===== src/rtl/param_mem_ctrl.sv =====
// Register-array controller: byte-enabled writes, a pipelined read path and a self-timed clear sweep.
// Read data returns RD_LATENCY cycles after accept; requests arriving while a clear sweep runs are dropped.
module param_mem_ctrl #(
   parameter int DATA_WIDTH = 32,
   parameter int ADDR_WIDTH = 4,
   parameter int DEPTH      = 12,
   parameter int RD_LATENCY = 2
) (
   input  logic                    clk,
   input  logic                    rst,
   input  logic                    write_en,
   input  logic                    read_en,
   input  logic [ADDR_WIDTH-1:0]   addr,
   input  logic [DATA_WIDTH-1:0]   data_in,
   input  logic [DATA_WIDTH/8-1:0] byte_en,
   input  logic                    clear,
   output logic [DATA_WIDTH-1:0]   data_out,
   output logic                    ready,
   output logic                    err,
   output logic                    busy
);
   localparam int                   NB       = DATA_WIDTH / 8;
   localparam logic [ADDR_WIDTH:0]   DEPTH_W  = (ADDR_WIDTH + 1)'(DEPTH);
   localparam logic [ADDR_WIDTH-1:0] LAST_IDX = ADDR_WIDTH'(DEPTH - 1);

   typedef enum logic {IDLE, CLEAR} state_t;

   typedef struct packed {
      logic                  vld;
      logic                  err;
      logic [DATA_WIDTH-1:0] dat;
   } stage_t;

   state_t                state_q, state_d;
   logic [ADDR_WIDTH-1:0] cnt_q, cnt_d;
   logic [DATA_WIDTH-1:0] mem_q [DEPTH];
   logic [DATA_WIDTH-1:0] mem_d [DEPTH];
   stage_t                stg_q [RD_LATENCY];
   stage_t                stg_d [RD_LATENCY];

   logic in_range;
   logic rd_acc;
   logic wr_acc;

   assign in_range = {1'b0, addr} < DEPTH_W;
   assign rd_acc   = read_en && (state_q == IDLE);
   assign wr_acc   = write_en && !clear && (state_q == IDLE) && in_range;

   always_comb begin
      state_d = state_q;
      cnt_d   = cnt_q;
      case (state_q)
         IDLE: begin
            if (clear) begin
               state_d = CLEAR;
               cnt_d   = '0;
            end
         end
         CLEAR: begin
            cnt_d = cnt_q + ADDR_WIDTH'(1);
            if (cnt_q == LAST_IDX) begin
               state_d = IDLE;
               cnt_d   = '0;
            end
         end
      endcase
   end

   always_comb begin
      mem_d = mem_q;
      if (state_q == CLEAR) begin
         mem_d[cnt_q] = '0;
      end else if (wr_acc) begin
         for (int b = 0; b < NB; b++) begin
            if (byte_en[b]) mem_d[addr][8*b +: 8] = data_in[8*b +: 8];
         end
      end
   end

   // Stages only reload on valid, so the last stage holds data_out between pulses.
   always_comb begin
      stg_d        = stg_q;
      stg_d[0].vld = rd_acc;
      if (rd_acc) begin
         stg_d[0].err = !in_range;
         stg_d[0].dat = in_range ? mem_q[addr] : '0;
      end
      for (int i = 1; i < RD_LATENCY; i++) begin
         stg_d[i].vld = stg_q[i-1].vld;
         if (stg_q[i-1].vld) begin
            stg_d[i].err = stg_q[i-1].err;
            stg_d[i].dat = stg_q[i-1].dat;
         end
      end
   end

   always_ff @(posedge clk or posedge rst) begin
      if (rst) begin
         state_q <= IDLE;
         cnt_q   <= '0;
         for (int i = 0; i < DEPTH; i++) mem_q[i] <= '0;
         for (int i = 0; i < RD_LATENCY; i++) stg_q[i] <= '0;
      end else begin
         state_q <= state_d;
         cnt_q   <= cnt_d;
         for (int i = 0; i < DEPTH; i++) mem_q[i] <= mem_d[i];
         for (int i = 0; i < RD_LATENCY; i++) stg_q[i] <= stg_d[i];
      end
   end

   assign ready    = stg_q[RD_LATENCY-1].vld;
   assign err      = stg_q[RD_LATENCY-1].vld & stg_q[RD_LATENCY-1].err;
   assign data_out = stg_q[RD_LATENCY-1].dat;
   assign busy     = (state_q == CLEAR);

endmodule


===== config.mk =====
export PLATFORM = sky130hd
export DESIGN_NAME = param_mem_ctrl
export DESIGN_NICKNAME = d
export VERILOG_FILES = /design/src/rtl/param_mem_ctrl.sv
export SDC_FILE = /design/constraint.sdc
export NUM_CORES = 1
export LEC_CHECK = 0
export CAP_MARGIN = 5
export CORE_MARGIN = 10
export CORE_UTILIZATION = 61
export DETAILED_ROUTE_END_ITERATION = 7
export GPL_TIMING_DRIVEN = 0
export HOLD_SLACK_MARGIN = 0.06
export PLACE_DENSITY = 0.8
export SYNTH_ARGS = -nofsm -noshare
export SYNTH_HDL_FRONTEND = slang
export SYNTH_SLANG_ARGS = --single-unit

===== constraint.sdc =====
create_clock -name clk -period 20.7 [get_ports clk]
set_clock_uncertainty 0.2 [all_clocks]
set_input_delay 5.175 -clock clk [delete_from_list [all_inputs] [get_ports clk]]
set_output_delay 5.175 -clock clk [all_outputs]
set_load 0.01 [all_outputs]

==> key figures <==
Outcome
  • Status: finished clean

Global routing
  • First-pass GRT wire length: about 94,000 µm
  • Vias in the first global route: 16.2k
  • GRT Util Overall: 29.0%
  • Initial antenna violation count: 1
  • Largest net degree at the start of global routing: between 100 and 150
  • Gr ovfl total: 0

STA
  • Relative slew slack: 21.8%
  • Final WS setup: around 13 ns
  • Tcrit/Tclk final: 37.6%
  • Setup Total Neg Slack: 0 ns
  • Final setup fails: 0
  • Final hold vios: 0
  • Max-slew violation count: 0
  • Crit path time final: between 7 and 8 ns
  • Final hold slack: between 0.15 and 0.2 ns
  • RSZ-0062 raised after global routing: false
  • Fmax: approximately 130 MHz
  • Least-Margin Pin Slew: 1.16 ns

Critical path
  • Req. time, crit path: 20.93 ns
  • R2R Setup Slk: 17.28 ns
  • Worst setup path class: input pin to flip-flop
  • CP Capture Type: flip-flop
  • WP data arrival: roughly 8.0 ns
  • CP Max Fanout: 10
  • Setup crit start kind: input pin

Synthesis
  • Synth cell types: 54
  • Syn_area_per_cell: 12.2 µm²
  • Warnings, synthesis: 0
  • Mapped Area: around 20,000 µm²
  • Post-synth EDFFs: 0
  • Register area share after synthesis: a little under three fifths
  • Mapped Cells: 1,679
  • Async S/R FF share, synth: 100%
  • #FFs+latches synth: between 400 and 500
  • Top_reg_cell synth: dfrtp_1
  • Net Count, Synth: 1,729

Power and ir drop
  • Tot Pwr: roughly 0.0024 W
  • Sequential share of power: 43.5%
  • Combinational power share: a little over a fifth
  • Worst VDD drop: between 0.00006 and 0.00007 V
  • Clock share of power: approximately 36%
  • Switching pwr: around 0.0007 W
  • Cell Int Power: ~0.0017 W
  • PwrDens: around 100 nW/µm²
  • Switching Fraction: between 20% and 30%
  • LEAKAGE: 10.7 nW

Detailed routing
  • DR vias/cell: 6.93
  • Antenna-violating nets left: 0
  • Routed wire per std cell: 26.4 µm
  • Via count: between 15k and 20k
  • Initial DRC count: 2,079
  • WL final: between 60,000 and 70,000 µm
  • Initial DRT Pass Iterations: 6
  • DRC violations left: 0

Layout
  • Diode count: 0
  • Final #Nets: ~1.9k
  • Synth-to-Final Area Change: 14.5%
  • Layout cells sized above 1: between 10% and 20%

Die
  • Die area: roughly 41,000 µm²
  • Boundary pin count: 80
  • Cell row count: 67
  • Die Height: ~200 µm
  • Placeable Area: around 33,000 µm²
  • Chip width: approximately 200 µm
  • Initial core utilization: between 60% and 70%

CTS
  • Postcts setup bufs: 0
  • Clock buffer depth: 3
  • H-tree lvl count: 2
  • Num CTS Buffers: between 40 and 50
  • Clk Latency, worst-skew pair: approximately 0.56 ns
  • Hold buffer count at cts: 0
  • Clock-pin slew on the worst setup and hold paths: around 0.060 ns
  • Post_cts resized: 0
  • CTS tree: built
  • Clock Sinks: 457
  • Root Driver: clkbuf_16

Job
  • MaxCap Viol Count: 0

Placement
  • HPWL Detailed: 41,500 µm
  • Placer Congestion: 0.930
  • DP Worst Slack: about 12 ns
  • Port buffer count: 73

Worst hold path
  • HP Class: flip-flop to flip-flop
==> metrics by stage <==
step | cell area [µm²] | utilization [%] | cells
detailed placement | 21900 | 65.7 | 2204
floorplan | 20500 | - | 1679
global route | 23500 | 70.3 | 2288
global placement | 21800 | 65.3 | 2200
finish | 23500 | 70.3 | 2288
CTS | 23500 | 70.3 | 2288
==> metal layers <==
layer	routed length, µm	part of all wire (%)	up-vias	global-route usage, %
met4	2530	4.2	2	12.2
met5	13	0.021	-	0
met2	28300	47	965	45.1
met3	6310	10	196	7.57
li1	-	-	6593	-
met1	23400	39	8110	38.2
==> layout make-up <==
type	count	area (µm²)
Inverter	29	116
Timing Repair Buffer	77	841
Clock inverter	7	62.6
Sequential cell	457	11400
Multi-Input combinational cell	1036	8160
Fill cell	2353	9900
Clock buffer	77	1490
Buffer	157	798
Tap cell	448	561
==> cell families after synthesis <==
logic type | count (synthesis) | synth area share (%)
AO/OA/AOI/OAI | 535 | 20.1
flip-flops | 457 | 55.8
AND/OR/NAND/NOR | 301 | 7.71
multiplexers | 194 | 11.6
buffers and inverters | 186 | 4.42
adder cells (fa/ha/maj) | 5 | 0.305
XOR/XNOR | 1 | 0.0427
==> cells in the mapped netlist, types with 29 or more instances <==
cell,instances,area share (%)
mux4_2,32,3.5
o21ai_0,119,2.9
nand3_1,86,2.1
dfrtp_1,457,56
inv_1,29,0.53
buf_4,39,1.4
a22oi_1,96,3.5
mux2_2,33,1.8
mux2i_1,129,6.3
a22o_1,143,6.1
o2bb2ai_1,133,5.7
nand2_1,130,2.4
clkbuf_1,77,1.4
==> registers in the layout (all words and copies together) (netlist names) <==
name,count
mem_q,384
stg_q,34
data_out,32
cnt_q,4
busy,1
ready,1
stg_d,1
==> worst max-delay path, stage by stage <==
cell	delay (ns)
clkdlybuf4s50_1	0.67
buf_2	0.30
nand2_1	0.34
nor3_2	0.77
nor2_1	0.43
a22o_1	0.32
==> power groups by stage <==
stage,combinational [W],sequential [W],clock [W]
after floorplan,0.000306,0.00103,0
after global placement,0.000471,0.00104,0
after detailed placement,0.000487,0.00105,0
after CTS,0.000489,0.00103,0.000852
after global routing,0.000528,0.00104,0.000891
final,0.000496,0.00104,0.000849
==> final timing paths <==
check	start	cells after the start	to
setup / recovery	addr[0]	6	mem_q[21]
max in group asynchronous	rst	4	mem_q[143]
min in group asynchronous	rst	2	mem_q[282]
hold / removal	stg_d[33]	0	ready
hold reg to reg	stg_d[33]	0	ready
setup reg to reg	busy	6	mem_q[21]
==> layout by cell type (no fill, tap or decap), types with 5 or more instances in the layout <==
cell / count
dfrtp_1: 457
buf_2: 25
buf_1: 11
nand4_1: 7
clkbuf_8: 16
nor2_1: 15
mux2_2: 33
nand2b_1: 6
o2bb2ai_1: 133
clkbuf_1: 89
clkbuf_16: 49
clkdlybuf4s50_1: 73
o21ai_0: 119
inv_1: 28
mux2i_1: 129
a22oi_1: 96
a32o_1: 26
nor3_4: 7
nand3_1: 86
mux4_2: 32
a22o_1: 143
clkinv_2: 5
nand2_1: 130
nor2b_1: 10
ha_1: 5
and3_1: 7
buf_4: 39
(Power assumes the default switching activity.)
